### src/rtl/sdrc_bank_arb.sv
// rtl/sdrc_bank_arb.sv - round-robin arbiter of four bank FSM commands into xfr_ctl
// Optional ACT-to-ACT (tRRD) spacing is built when SDRC_TRRD_EN is defined.
module sdrc_bank_arb #(
   parameter int ID_W  = 4,
   parameter int LEN_W = 7
) (
   input  logic               clk,
   input  logic               reset_n,
   input  logic [3:0]         b2x_req,
   input  logic [7:0]         b2x_cmd,
   input  logic [51:0]        b2x_addr,
   input  logic [4*LEN_W-1:0] b2x_len,
   input  logic [4*ID_W-1:0]  b2x_id,
   input  logic [3:0]         b2x_start,
   input  logic [3:0]         b2x_last,
   input  logic [3:0]         b2x_wrap,
   output logic [3:0]         x2b_ack,
   output logic               a2x_req,
   output logic [1:0]         a2x_ba,
   output logic [1:0]         a2x_cmd,
   output logic [12:0]        a2x_addr,
   output logic [LEN_W-1:0]   a2x_len,
   output logic [ID_W-1:0]    a2x_id,
   output logic               a2x_start,
   output logic               a2x_last,
   output logic               a2x_wrap,
   input  logic               x2a_ack,
   input  logic [3:0]         trrd_delay
);

   typedef enum logic {ARB_IDLE, ARB_GRANT} arb_state_t;

   arb_state_t state, next_state;
   logic [1:0] grant, next_grant;
   logic [1:0] rr_ptr, next_rr;
   logic [3:0] grant_oh;
   logic [3:0] other_req;
   logic       act_blk;
   logic       cmd_taken;

   // First set bit of req at or after ptr, wrapping; ptr itself when req is empty.
   function automatic logic [1:0] rr_pick(input logic [3:0] req, input logic [1:0] ptr);
      logic [1:0] idx;
      rr_pick = ptr;
      for (int k = 3; k >= 0; k--) begin
         idx = ptr + 2'(k);
         if (req[idx]) rr_pick = idx;
      end
   endfunction

   assign grant_oh  = 4'b0001 << grant;
   assign other_req = b2x_req & ~grant_oh;
   assign cmd_taken = a2x_req & x2a_ack;

   // Command fields track the granted bank live, so a PRE->ACT switch is forwarded as-is.
   assign a2x_ba    = grant;
   assign a2x_cmd   = b2x_cmd[2*grant +: 2];
   assign a2x_addr  = b2x_addr[13*grant +: 13];
   assign a2x_len   = b2x_len[LEN_W*grant +: LEN_W];
   assign a2x_id    = b2x_id[ID_W*grant +: ID_W];
   assign a2x_start = b2x_start[grant];
   assign a2x_last  = b2x_last[grant];
   assign a2x_wrap  = b2x_wrap[grant];

`ifdef SDRC_TRRD_EN
   localparam logic [1:0] OP_ACT = 2'b01;
   logic [3:0] trrd_cntr;

   always_ff @(posedge clk or negedge reset_n) begin
      if (!reset_n)
         trrd_cntr <= 4'd0;
      else if (cmd_taken && a2x_cmd == OP_ACT)
         trrd_cntr <= trrd_delay;
      else if (trrd_cntr != 4'd0)
         trrd_cntr <= trrd_cntr - 4'd1;
   end

   assign act_blk = (a2x_cmd == OP_ACT) && (trrd_cntr != 4'd0);
`else
   logic unused_trrd;
   assign unused_trrd = ^trrd_delay;
   assign act_blk     = 1'b0;
`endif

   always_ff @(posedge clk or negedge reset_n) begin
      if (!reset_n) begin
         state  <= ARB_IDLE;
         grant  <= 2'd0;
         rr_ptr <= 2'd0;
      end else begin
         state  <= next_state;
         grant  <= next_grant;
         rr_ptr <= next_rr;
      end
   end

   always_comb begin
      next_state = state;
      next_grant = grant;
      next_rr    = rr_ptr;
      a2x_req    = 1'b0;
      x2b_ack    = 4'b0000;
      case (state)
         ARB_IDLE: begin
            if (|b2x_req) begin
               next_grant = rr_pick(b2x_req, rr_ptr);
               next_state = ARB_GRANT;
            end
         end
         ARB_GRANT: begin
            a2x_req = b2x_req[grant] & ~act_blk;
            if (a2x_req && x2a_ack) begin
               x2b_ack = grant_oh;
               next_rr = grant + 2'd1;
               // Chain straight into the next requester so back-to-back commands have no bubble.
               if (|other_req)
                  next_grant = rr_pick(other_req, grant + 2'd1);
               else
                  next_state = ARB_IDLE;
            end else if (!b2x_req[grant]) begin
               next_state = ARB_IDLE;
            end
         end
         default: next_state = ARB_IDLE;
      endcase
   end

endmodule

### config.mk
export PLATFORM = sky130hd
export DESIGN_NAME = sdrc_bank_arb
export DESIGN_NICKNAME = d
export VERILOG_FILES = /design/src/rtl/sdrc_bank_arb.sv
export SDC_FILE = /design/constraint.sdc
export NUM_CORES = 1
export LEC_CHECK = 0
export BUFFER_PORTS_ARGS = -buffer_cell sky130_fd_sc_hd__buf_2
export CELL_PAD_IN_SITES_DETAIL_PLACEMENT = 1
export CELL_PAD_IN_SITES_GLOBAL_PLACEMENT = 2
export CORE_UTILIZATION = 17
export DETAILED_ROUTE_END_ITERATION = 8
export MAX_ROUTING_LAYER = met4
export PLACE_DENSITY = 0.92
export SLEW_MARGIN = 20
export SYNTH_ARGS = -nofsm -noshare
export SYNTH_HDL_FRONTEND = slang
export SYNTH_SLANG_ARGS = --single-unit
### constraint.sdc
create_clock -name clk -period 4.9 [get_ports clk]
set_clock_uncertainty 0.05 [all_clocks]
set_input_delay 0.98 -clock clk [delete_from_list [all_inputs] [get_ports clk]]
set_output_delay 0.98 -clock clk [all_outputs]
set_load 0.03 [all_outputs]
==> results of run 1 <==
==> cells in the mapped netlist (all sizes together) <==
library cell / number / area [sq um]
nor4: 1 / 6.26
buf: 6 / 36.3
inv: 4 / 15.0
o32a: 1 / 10.0
and2b: 1 / 10.0
a2bb2oi: 1 / 8.76
a31oi: 1 / 21.3
nand2b: 3 / 18.8
and2: 4 / 25.0
a21oi: 3 / 15.0
nor2b: 5 / 31.3
a311oi: 1 / 8.76
nor2: 9 / 36.3
clkbuf: 3 / 11.3
and3: 2 / 12.5
o21ai: 7 / 35.0
a211oi: 1 / 7.51
nor3: 2 / 10.0
ha: 4 / 50.1
dfrtp: 5 / 125
mux2: 2 / 26.3
nand2: 3 / 11.3
o41ai: 1 / 8.76
nand3: 2 / 15.0
mux4: 30 / 676
a221oi: 2 / 17.5
o211ai: 1 / 7.51
o221ai: 1 / 8.76
==> final cells by class <==
class,instances,share of cell area [%]
Clock buffer,3,1.88
Clock inverter,1,0.228
Inverter,4,0.684
Multi-Input combinational cell,88,49.1
Sequential cell,5,5.76
Tap cell,99,5.64
Timing Repair Buffer,160,36.7
==> power groups by stage <==
stage | Sequential (mW) | Clock (mW) | Combinational, mW
2_1_floorplan | 0.0997 | 0 | 0.875
5_1_grt | 0.136 | 0.0831 | 1.20
4_1_cts | 0.129 | 0.0801 | 1.13
3_5_place_dp | 0.129 | 0 | 1.13
6_report | 0.125 | 0.0769 | 1.12
3_3_place_gp | 0.129 | 0 | 1.11
==> registers in the layout (all words and copies together) (netlist names) <==
signal and count:
state 1, rr_ptr 2, a2x_ba 2
==> per-stage QoR <==
step	utilization [%]	worst slack [ns]
floorplan	-	1.77
global placement	29.8	1.57
detailed placement	29.8	1.56
CTS	30.4	1.57
global route	30.4	1.52
finish	30.4	1.58
==> worst max-delay path, cell delays in order <==
cell and delay, ns:
buf_2 0.16, mux4_2 0.52, and3_1 0.27, and2_1 0.18
buf_2 0.18
==> worst paths after layout <==
path / start / to / slack (ns) / cells past startpoint
hold reg to reg: rr_ptr[0]$_DFFE_PN0P_ / rr_ptr[0]$_DFFE_PN0P_ / 0.53 / 1
min in group clk: rr_ptr[0]$_DFFE_PN0P_ / rr_ptr[0]$_DFFE_PN0P_ / 0.53 / 1
setup / recovery: b2x_req[3] / x2b_ack[1] / 1.58 / 5
setup reg to reg: a2x_ba[0]$_DFFE_PN0P_ / a2x_ba[1]$_DFFE_PN0P_ / 2.27 / 7
hold / removal: reset_n / a2x_ba[1]$_DFFE_PN0P_ / 0.51 / 1
max in group asynchronous: reset_n / a2x_ba[0]$_DFFE_PN0P_ / 4.14 / 1
==> logic make-up (layout without fill, tap and decap cells) <==
logic type | count (synthesis) | after routing | synth area share [%]
simple gates | 32 | 32 | 13.9
fa+ha+maj | 4 | 4 | 3.96
compound gates | 20 | 20 | 11.8
mux | 32 | 32 | 55.5
flops | 5 | 5 | 9.89
buf+inv | 13 | 168 | 4.94
==> per-layer routing <==
metal	GRT usage [%]	share of wire, %
met1	13.3	35
met2	26.1	58
met3	1.21	7.3
met4	2.64	0.54
met5	-	0
==> impl_table.tex, run 1 <==
\begin{tabular}{lr}
\hline
Metric & Value \\
\hline
\multicolumn{2}{l}{\textbf{Status}} \\
\quad Run status & complete, no violations \\
\multicolumn{2}{l}{\textbf{Floorplanning}} \\
\quad Top-level port count & 163 \\
\quad Effective utilization at floorplan & 17.5\% \\
\quad Die area & 7790 sq um \\
\quad Horizontal extent of the die & 88.3 um \\
\quad Vertical die dimension & 88.3 um \\
\quad Core outline area & 7210 sq um \\
\quad Number of rows in the core area & 31 \\
\multicolumn{2}{l}{\textbf{Min path}} \\
\quad Type of the tightest min-delay check & primary input to async pin \\
\multicolumn{2}{l}{\textbf{Route}} \\
\quad Remaining antenna violation count & 0 \\
\quad Final WL & 5360 um \\
\quad Routed length per instance & 14.9 um \\
\quad First drt pass iteration count & 4 \\
\quad First-iteration detailed-routing DRC count & 28 \\
\quad Average via count per standard cell & 4.50 \\
\quad Via count of the routed design & 1620 \\
\quad Remaining DRCs & 0 \\
\multicolumn{2}{l}{\textbf{Power}} \\
\quad Proportion of total power due to net switching & 55.5\% \\
\quad PwrDens & 600 nW/um\^{}2 \\
\quad Maximum resistive drop on vdd & 0.272 mV \\
\quad Switching power & 0.731 mW \\
\quad Share of total power in the clock network & 5.8\% \\
\quad Leakage dissipation & 1.09 nW \\
\quad Part of the power in registers & 9.5\% \\
\quad Tot Pwr & 1.32 mW \\
\quad Internal power summed over all cells & 0.587 mW \\
\quad Power share of the combinational group & 84.7\% \\
\multicolumn{2}{l}{\textbf{STA}} \\
\quad Clock period minus final worst setup slack & 3.32 ns \\
\quad Peak Freq & 0.301 GHz \\
\quad Setup TNS & 0 ns \\
\quad Setup repair after global routing missed its margin & no \\
\quad Worst slew margin & 58.8\% \\
\quad Share of the clock period used by the worst path after layout & 67.8\% \\
\quad Worst-margin pin slew & 0.618 ns \\
\quad Worst hold slack & 0.515 ns \\
\quad Number of hold violations in the final report & 0 \\
\quad Setup violators final & 0 \\
\quad Number of max-slew violations in the final report & 0 \\
\multicolumn{2}{l}{\textbf{Yosys}} \\
\quad Synthesized area per cell & 11.9 sq um \\
\quad Cell count after synthesis & 106 \\
\quad Post-synthesis sequential area ratio & 9.89\% \\
\quad Count of warnings emitted by yosys & 0 \\
\quad Cell area after technology mapping & 1260 sq um \\
\quad Number of nets produced by synthesis & 237 \\
\quad Seq cells post-synth & 5 \\
\quad Number of distinct library cells after synthesis & 32 \\
\multicolumn{2}{l}{\textbf{Job}} \\
\quad Number of violations of the max-capacitance limit & 0 \\
\multicolumn{2}{l}{\textbf{Clocking}} \\
\quad Skew-Pair Late Insertion Delay & 0.22 ns \\
\quad Buffer levels on the longest clock path & 2 \\
\quad Clk sinks & 5 \\
\quad Post\_cts resized & 0 \\
\quad Number of buffers inserted by post-CTS setup repair & 0 \\
\quad CTS tree & done \\
\quad CTS clock-pin slew for the worst setup and hold paths & 0.04 ns \\
\quad Root Driver & clkbuf\_8 \\
\quad H-Tree Depth & 1 \\
\quad Number of hold buffers added after cts & 0 \\
\quad Number of CTS-inserted buffers & 3 \\
\multicolumn{2}{l}{\textbf{Critical path}} \\
\quad Crit path arrival time & 2.29 ns \\
\quad CP Capture Type & output pin \\
\quad Worst Setup Path Type & primary input to output pin \\
\quad WP data required & 3.87 ns \\
\quad Worst setup SP type & primary input \\
\quad Crit path max fanout & 9 \\
\multicolumn{2}{l}{\textbf{Layout}} \\
\quad Multi-input gate area & 1080 sq um \\
\quad Number of nets in the layout & 393 \\
\quad Area Growth Syn to Fin & 73.5\% \\
\quad Layout Cells excl Fill & 360 \\
\quad Leading cell types in the layout, fill and taps excluded & buf\_2 (158), mux4\_2 (30), nor2\_1 (8) \\
\quad Commonest non-fill, non-tap cell in the layout & buf\_2 \\
\quad Final non-filler cell area & 2190 sq um \\
\quad Fraction of layout instances using a drive strength above 1 & 77.0\% \\
\quad Register area & 126 sq um \\
\quad Diodes inserted & 0 \\
\quad Fillers & 893 \\
\multicolumn{2}{l}{\textbf{Placed design}} \\
\quad \# port buffers & 158 \\
\quad Final weighted congestion in routability-driven placement & 0.791 \\
\quad Cell total after placement & 356 \\
\quad Area after DPL & 2150 sq um \\
\quad Post-detailed-placement half-perimeter wirelength & 4640 um \\
\multicolumn{2}{l}{\textbf{Global routing}} \\
\quad Total Routing Usage GR & 12.9\% \\
\quad Antenna violations before repair & 0 \\
\quad Maximum number of pins on one net before global-route repair & 35 \\
\quad Wire length of the first global-routing pass & 7570 um \\
\quad Number of global-route vias before repair & 1668 \\
\quad Grt ovf & 0 \\
\hline
\end{tabular}
No activity file was read; power rests on OpenSTA's default activity.
==> run 2, diff against run 1 <==
--- a/config.mk
+++ b/config.mk
@@ -8,10 +8,10 @@
 export BUFFER_PORTS_ARGS = -buffer_cell sky130_fd_sc_hd__buf_2
 export CELL_PAD_IN_SITES_DETAIL_PLACEMENT = 1
 export CELL_PAD_IN_SITES_GLOBAL_PLACEMENT = 2
-export CORE_UTILIZATION = 17
+export CORE_UTILIZATION = 15
 export DETAILED_ROUTE_END_ITERATION = 8
 export MAX_ROUTING_LAYER = met4
-export PLACE_DENSITY = 0.92
+export PLACE_DENSITY = 0.83
 export SLEW_MARGIN = 20
 export SYNTH_ARGS = -nofsm -noshare
 export SYNTH_HDL_FRONTEND = slang
==> constraint.sdc (replaced) <==
create_clock -name clk -period 3.2 [get_ports clk]
set_clock_uncertainty 0.05 [all_clocks]
set_input_delay 0.64 -clock clk [delete_from_list [all_inputs] [get_ports clk]]
set_output_delay 0.64 -clock clk [all_outputs]
set_load 0.03 [all_outputs]
==> run 2 against run 1 <==
Against the previous run: sequential cell count unchanged; critical path type unchanged; die area increased by 13%; cell area increased by 1.5%; largest power group unchanged.
==> impl_table.tex, run 2 (synthesis gave the netlist of run 1 again) <==
\begin{tabular}{lr}
\hline
Metric & Value \\
\hline
\multicolumn{2}{l}{\textbf{Power}} \\
\quad Maximum resistive drop on vdd & 0.383 mV (was 0.272 mV) \\
\quad Leakage dissipation & 1.10 nW (was 1.09 nW) \\
\quad Tot Pwr & 2.04 mW (was 1.32 mW) \\
\quad PwrDens & 916 nW/um\^{}2 (was 600 nW/um\^{}2) \\
\multicolumn{2}{l}{\textbf{STA}} \\
\quad Setup repair after global routing missed its margin & no (unchanged) \\
\quad Worst hold slack & 0.176 ns (was 0.515 ns) \\
\quad Number of max-slew violations in the final report & 0 (unchanged) \\
\quad Worst-margin pin slew & 0.359 ns (was 0.618 ns) \\
\quad Setup violators final & 0 (unchanged) \\
\quad Share of the clock period used by the worst path after layout & 81.9\% \\
\quad Peak Freq & 0.381 GHz \\
\quad Worst slew margin & 76.1\% (was 58.8\%) \\
\quad Setup TNS & 0 ns (unchanged) \\
\quad Number of hold violations in the final report & 0 (unchanged) \\
\quad Clock period minus final worst setup slack & 2.62 ns \\
\multicolumn{2}{l}{\textbf{Critical path}} \\
\quad CP Capture Type & output pin (unchanged) \\
\quad WP data required & 2.51 ns (was 3.87 ns) \\
\quad Critical path launch point & b2x\_req[3] (unchanged) \\
\quad Worst Setup Path Type & primary input to output pin (unchanged) \\
\quad Reg-to-reg critical path startpoint & a2x\_ba[0]\$\_DFFE\_PN0P\_ (unchanged) \\
\quad Worst setup SP type & primary input (unchanged) \\
\quad Crit path max fanout & 9 (unchanged) \\
\quad Crit path arrival time & 1.93 ns (was 2.29 ns) \\
\multicolumn{2}{l}{\textbf{Clocking}} \\
\quad Number of CTS-inserted buffers & 3 (unchanged) \\
\quad Buffer levels on the longest clock path & 2 (unchanged) \\
\quad CTS clock-pin slew for the worst setup and hold paths & 0.03 ns (was 0.04 ns) \\
\quad Number of hold buffers added after cts & 0 (unchanged) \\
\quad Post\_cts resized & 0 (unchanged) \\
\quad Clk sinks & 5 (unchanged) \\
\quad Number of buffers inserted by post-CTS setup repair & 0 (unchanged) \\
\quad CTS tree & done (unchanged) \\
\quad H-Tree Depth & 1 (unchanged) \\
\quad Root Driver & clkbuf\_8 (unchanged) \\
\quad Skew-Pair Late Insertion Delay & 0.22 ns (about the same) \\
\multicolumn{2}{l}{\textbf{Global routing}} \\
\quad Maximum number of pins on one net before global-route repair & 19 (was 35) \\
\quad Number of global-route vias before repair & 1780 (was 1668) \\
\quad Antenna violations before repair & 0 (unchanged) \\
\quad Total Routing Usage GR & 11.6\% (was 12.9\%) \\
\quad Grt ovf & 0 (unchanged) \\
\quad Wire length of the first global-routing pass & 7940 um (was 7570 um) \\
\multicolumn{2}{l}{\textbf{Status}} \\
\quad Run status & complete, no violations (unchanged) \\
\multicolumn{2}{l}{\textbf{Job}} \\
\quad Number of violations of the max-capacitance limit & 0 (unchanged) \\
\multicolumn{2}{l}{\textbf{Floorplanning}} \\
\quad Core outline area & 8180 sq um (was 7210 sq um) \\
\quad Die area & 8800 sq um (was 7790 sq um) \\
\quad Horizontal extent of the die & 93.8 um (was 88.3 um) \\
\quad Top-level port count & 163 (unchanged) \\
\quad Number of rows in the core area & 33 (was 31) \\
\quad Effective utilization at floorplan & 15.5\% (was 17.5\%) \\
\quad Vertical die dimension & 93.8 um (was 88.3 um) \\
\multicolumn{2}{l}{\textbf{Route}} \\
\quad First drt pass iteration count & 6 (was 4) \\
\quad Final WL & 5340 um (was 5360 um) \\
\quad Via count of the routed design & 1660 (was 1620) \\
\quad First-iteration detailed-routing DRC count & 17 (was 28) \\
\quad Remaining DRCs & 0 (unchanged) \\
\quad Routed length per instance & 14.5 um (was 14.9 um) \\
\quad Remaining antenna violation count & 0 (unchanged) \\
\quad Average via count per standard cell & 4.51 (was 4.50) \\
\multicolumn{2}{l}{\textbf{Placed design}} \\
\quad Post-detailed-placement half-perimeter wirelength & 4760 um (was 4640 um) \\
\quad Final weighted congestion in routability-driven placement & 0.722 (was 0.791) \\
\quad \# port buffers & 158 (unchanged) \\
\quad Cell total after placement & 364 (was 356) \\
\multicolumn{2}{l}{\textbf{Layout}} \\
\quad Fillers & 1021 (was 893) \\
\quad Leading cell types in the layout, fill and taps excluded & buf\_2 (158), mux4\_2 (30), nor2\_1 (8) (unchanged) \\
\quad Commonest non-fill, non-tap cell in the layout & buf\_2 (unchanged) \\
\quad Layout Cells excl Fill & 368 (was 360) \\
\quad Fraction of layout instances using a drive strength above 1 & 76.8\% (was 77.0\%) \\
\quad Number of nets in the layout & 395 (was 393) \\
\quad Diodes inserted & 0 (unchanged) \\
\quad Area Growth Syn to Fin & 76.2\% (was 73.5\%) \\
\quad End-of-flow core utilization & 27.3\% (was 30.4\%) \\
\multicolumn{2}{l}{\textbf{Min path}} \\
\quad Type of the tightest min-delay check & primary input to async pin (unchanged) \\
\hline
\end{tabular}
run 2: power by group:
group	leakage (nW)	internal, mW	switching, mW
sequential	0.0576	0.0985	0.0684
combinational	1.02	0.750	1.01
clock	0.0228	0.0855	0.0305
run 2: final timing paths:
path	to	slack, ns	depth (start not counted)
max	x2b_ack[2]	0.58	5
min	state$_DFF_PN0_	0.18	1
max reg2reg	a2x_ba[1]$_DFFE_PN0P_	0.90	7
min reg2reg	rr_ptr[0]$_DFFE_PN0P_	0.54	1
max in group asynchronous	a2x_ba[0]$_DFFE_PN0P_	2.78	1
min in group clk	rr_ptr[0]$_DFFE_PN0P_	0.54	1
run 2: layout make-up:
type | count | area [sq um] | share of cell area (%)
repair buffers | 162 | 833 | 37.4
clock buffers | 4 | 45.0 | 2.02
multi-input cells | 88 | 1080 | 48.3
inverters | 4 | 15.0 | 0.674
well taps | 105 | 131 | 5.90
flip-flops and latches | 5 | 126 | 5.67
run 2: through the flow:
| step | worst slack [ns] | cell area [sq um] |
|---|---|---|
| floorplan | 0.738 | 1260 |
| global placement | 0.598 | 2180 |
| detailed placement | 0.584 | 2180 |
| CTS | 0.575 | 2230 |
| global route | 0.528 | 2230 |
| finish | 0.579 | 2230 |
run 2: worst max-delay path: stages:
cell and delay (ns):
buf_2 0.15, mux4_2 0.53, and3_1 0.26, and2_1 0.18, buf_2 0.17
run 2: metal layers:
metal / routed length [um] / vias up / GRT usage (%)
met4: 58 / 0 / 2.56
met1: 1910 / 811 / 11.7
met2: 2880 / 83 / 22.9
li1: - / 760 / -
met3: 489 / 6 / 1.78
met5: 0 / - / -
==> run 3, diff against run 2 <==
==> constraint.sdc (replaced) <==
create_clock -name clk -period 2.57 [get_ports clk]
set_clock_uncertainty 0.05 [all_clocks]
set_input_delay 0.514 -clock clk [delete_from_list [all_inputs] [get_ports clk]]
set_output_delay 0.514 -clock clk [all_outputs]
set_load 0.03 [all_outputs]
==> run 3 against run 2 <==
Against the previous run: total power is 25% higher; cell count is the same; via count shrank 1.3%; sequential power up 6%; sequential share of layout area did not move; combinational power rose by 27%; global-route usage increased by 0.076 points; register-to-register slack worse by 0.55 ns; first-iteration DRC count is 5.9% lower; hold slack got worse by 0.13 ns; routed wire length up 1.0%; critical path type unchanged; critical endpoint is now x2b_ack[0]; highest routed layer unchanged.
==> impl_table.tex, run 3 (synthesis gave the netlist of run 1 again) <==
\begin{tabular}{lr}
\hline
Metric & Value \\
\hline
\multicolumn{2}{l}{\textbf{Critical path}} \\
\quad Worst Setup Path Type & primary input to output pin (unchanged) \\
\quad Number of gates on the worst path with buffers counted & 5 (unchanged) \\
\quad WP data required & 2.01 ns (was 2.51 ns) \\
\quad Largest stage delay on the critical path & 0.53 ns (about the same) \\
\quad Crit path top cell by count & buf\_2 (unchanged) \\
\quad Crit path arrival time & 1.80 ns (was 1.93 ns) \\
\quad Cell-by-cell listing of the critical path & buf\_2 -> mux4\_2 -> and3\_1 -> and2\_1 -> buf\_2 (unchanged) \\
\quad Worst setup SP type & primary input (unchanged) \\
\quad Cells on worst reg2reg path & 8 (was 7) \\
\quad Slowest cell on the critical path & mux4\_2 (unchanged) \\
\quad Number of buffer and inverter stages on the critical path & 2 (unchanged) \\
\quad Largest delay contributor family on the critical path & multiplexers (unchanged) \\
\quad CP Capture Type & output pin (unchanged) \\
\quad Crit path max fanout & 9 (unchanged) \\
\multicolumn{2}{l}{\textbf{STA}} \\
\quad Setup TNS & 0 ns (unchanged) \\
\quad Peak Freq & 0.423 GHz \\
\quad Worst hold slack & 0.0495 ns (was 0.176 ns) \\
\quad Clock period minus final worst setup slack & 2.37 ns \\
\quad Setup repair after global routing missed its margin & no (unchanged) \\
\quad Number of max-slew violations in the final report & 0 (unchanged) \\
\quad Setup violators final & 0 (unchanged) \\
\quad Number of hold violations in the final report & 0 (unchanged) \\
\quad Share of the clock period used by the worst path after layout & 92.1\% \\
\quad Worst-margin pin slew & 0.334 ns (was 0.359 ns) \\
\quad Worst slew margin & 77.4\% (was 76.1\%) \\
\multicolumn{2}{l}{\textbf{Layout}} \\
\quad Commonest non-fill, non-tap cell in the layout & buf\_2 (unchanged) \\
\quad Fraction of layout instances using a drive strength above 1 & 76.8\% (unchanged) \\
\quad Area Growth Syn to Fin & 76.2\% (unchanged) \\
\quad Layout Cells excl Fill & 368 (unchanged) \\
\quad Number of nets in the layout & 395 (unchanged) \\
\quad Diodes inserted & 0 (unchanged) \\
\quad Leading cell types in the layout, fill and taps excluded & buf\_2 (158), mux4\_2 (30), nor2\_1 (8) (unchanged) \\
\multicolumn{2}{l}{\textbf{Power}} \\
\quad Leakage dissipation & 1.10 nW (unchanged) \\
\quad Tot Pwr & 2.55 mW (was 2.04 mW) \\
\quad PwrDens & 1140 nW/um\^{}2 (was 916 nW/um\^{}2) \\
\quad Maximum resistive drop on vdd & 0.346 mV (was 0.383 mV) \\
\multicolumn{2}{l}{\textbf{Clocking}} \\
\quad Clk sinks & 5 (unchanged) \\
\quad Buffer levels on the longest clock path & 2 (unchanged) \\
\quad Skew-Pair Late Insertion Delay & 0.22 ns (about the same) \\
\quad CTS tree & done (unchanged) \\
\quad CTS clock-pin slew for the worst setup and hold paths & 0.03 ns (about the same) \\
\quad Number of buffers inserted by post-CTS setup repair & 0 (unchanged) \\
\quad Number of hold buffers added after cts & 0 (unchanged) \\
\quad H-Tree Depth & 1 (unchanged) \\
\quad Root Driver & clkbuf\_8 (unchanged) \\
\quad Post\_cts resized & 0 (unchanged) \\
\quad Number of CTS-inserted buffers & 3 (unchanged) \\
\multicolumn{2}{l}{\textbf{Placed design}} \\
\quad \# port buffers & 158 (unchanged) \\
\quad Final weighted congestion in routability-driven placement & 0.736 (was 0.722) \\
\quad Cell total after placement & 364 (unchanged) \\
\quad Post-detailed-placement half-perimeter wirelength & 4770 um (was 4760 um) \\
\multicolumn{2}{l}{\textbf{Global routing}} \\
\quad Maximum number of pins on one net before global-route repair & 21 (was 19) \\
\quad Total Routing Usage GR & 11.6\% (about the same) \\
\quad Grt ovf & 0 (unchanged) \\
\quad Antenna violations before repair & 0 (unchanged) \\
\quad Number of global-route vias before repair & 1726 (was 1780) \\
\quad Wire length of the first global-routing pass & 7930 um (was 7940 um) \\
\multicolumn{2}{l}{\textbf{Min path}} \\
\quad Type of the tightest min-delay check & primary input to async pin (unchanged) \\
\multicolumn{2}{l}{\textbf{Route}} \\
\quad First-iteration detailed-routing DRC count & 16 (was 17) \\
\quad First drt pass iteration count & 6 (unchanged) \\
\quad Remaining antenna violation count & 0 (unchanged) \\
\quad Final WL & 5390 um (was 5340 um) \\
\quad Routed length per instance & 14.7 um (was 14.5 um) \\
\quad Via count of the routed design & 1638 (was 1660) \\
\quad Average via count per standard cell & 4.45 (was 4.51) \\
\quad Remaining DRCs & 0 (unchanged) \\
\multicolumn{2}{l}{\textbf{Job}} \\
\quad Number of violations of the max-capacitance limit & 0 (unchanged) \\
\multicolumn{2}{l}{\textbf{Floorplanning}} \\
\quad Number of rows in the core area & 33 (unchanged) \\
\quad Core outline area & 8180 sq um (unchanged) \\
\quad Horizontal extent of the die & 93.8 um (unchanged) \\
\quad Effective utilization at floorplan & 15.5\% (unchanged) \\
\quad Vertical die dimension & 93.8 um (unchanged) \\
\quad Top-level port count & 163 (unchanged) \\
\quad Die area & 8800 sq um (unchanged) \\
\multicolumn{2}{l}{\textbf{Status}} \\
\quad Run status & complete, no violations (unchanged) \\
\hline
\end{tabular}
[run 3: metrics by stage]
step           utilization (%)  setup WS, ns  cell area [sq um]
3_3_place_gp              26.7         0.234               2180
5_1_grt                   27.3         0.131               2230
2_1_floorplan                -         0.108               1260
6_report                  27.3         0.204               2230
3_5_place_dp              26.7         0.200               2180
4_1_cts                   27.3         0.197               2230
[run 3: layout make-up]
| cell class | instances | area, sq um |
|---|---|---|
| Fill cell | 1003 | 5950 |
| Tap cell | 105 | 131 |
| Sequential cell | 5 | 126 |
| Clock buffer | 4 | 45.0 |
| Multi-Input combinational cell | 88 | 1080 |
| Timing Repair Buffer | 162 | 833 |
| Inverter | 4 | 15.0 |
[run 3: final timing paths]
check                                      start               endpoint  slack (ns)
max in group asynchronous                reset_n  a2x_ba[0]$_DFFE_PN0P_        2.28
max reg2reg                a2x_ba[1]$_DFFE_PN0P_  a2x_ba[1]$_DFFE_PN0P_        0.35
max                                   b2x_req[3]             x2b_ack[0]        0.20
min reg2reg                rr_ptr[0]$_DFFE_PN0P_  rr_ptr[0]$_DFFE_PN0P_        0.53
min in group clk                         x2a_ack        state$_DFF_PN0_        0.48
min                                      reset_n  rr_ptr[0]$_DFFE_PN0P_        0.05
[run 3: report_power, final]
part / total, mW / switching (mW) / internal [mW]
Sequential: 0.177 / 0.0533 / 0.123
Combinational: 2.23 / 1.29 / 0.933
Clock: 0.144 / 0.0373 / 0.106
Total: 2.55 / 1.38 / 1.16
[run 3: layer usage]
metal	track usage (%)	routed length (um)
met2	22.9	2910
met5	-	0
met4	2.18	45
met3	1.94	490
met1	12.0	1950
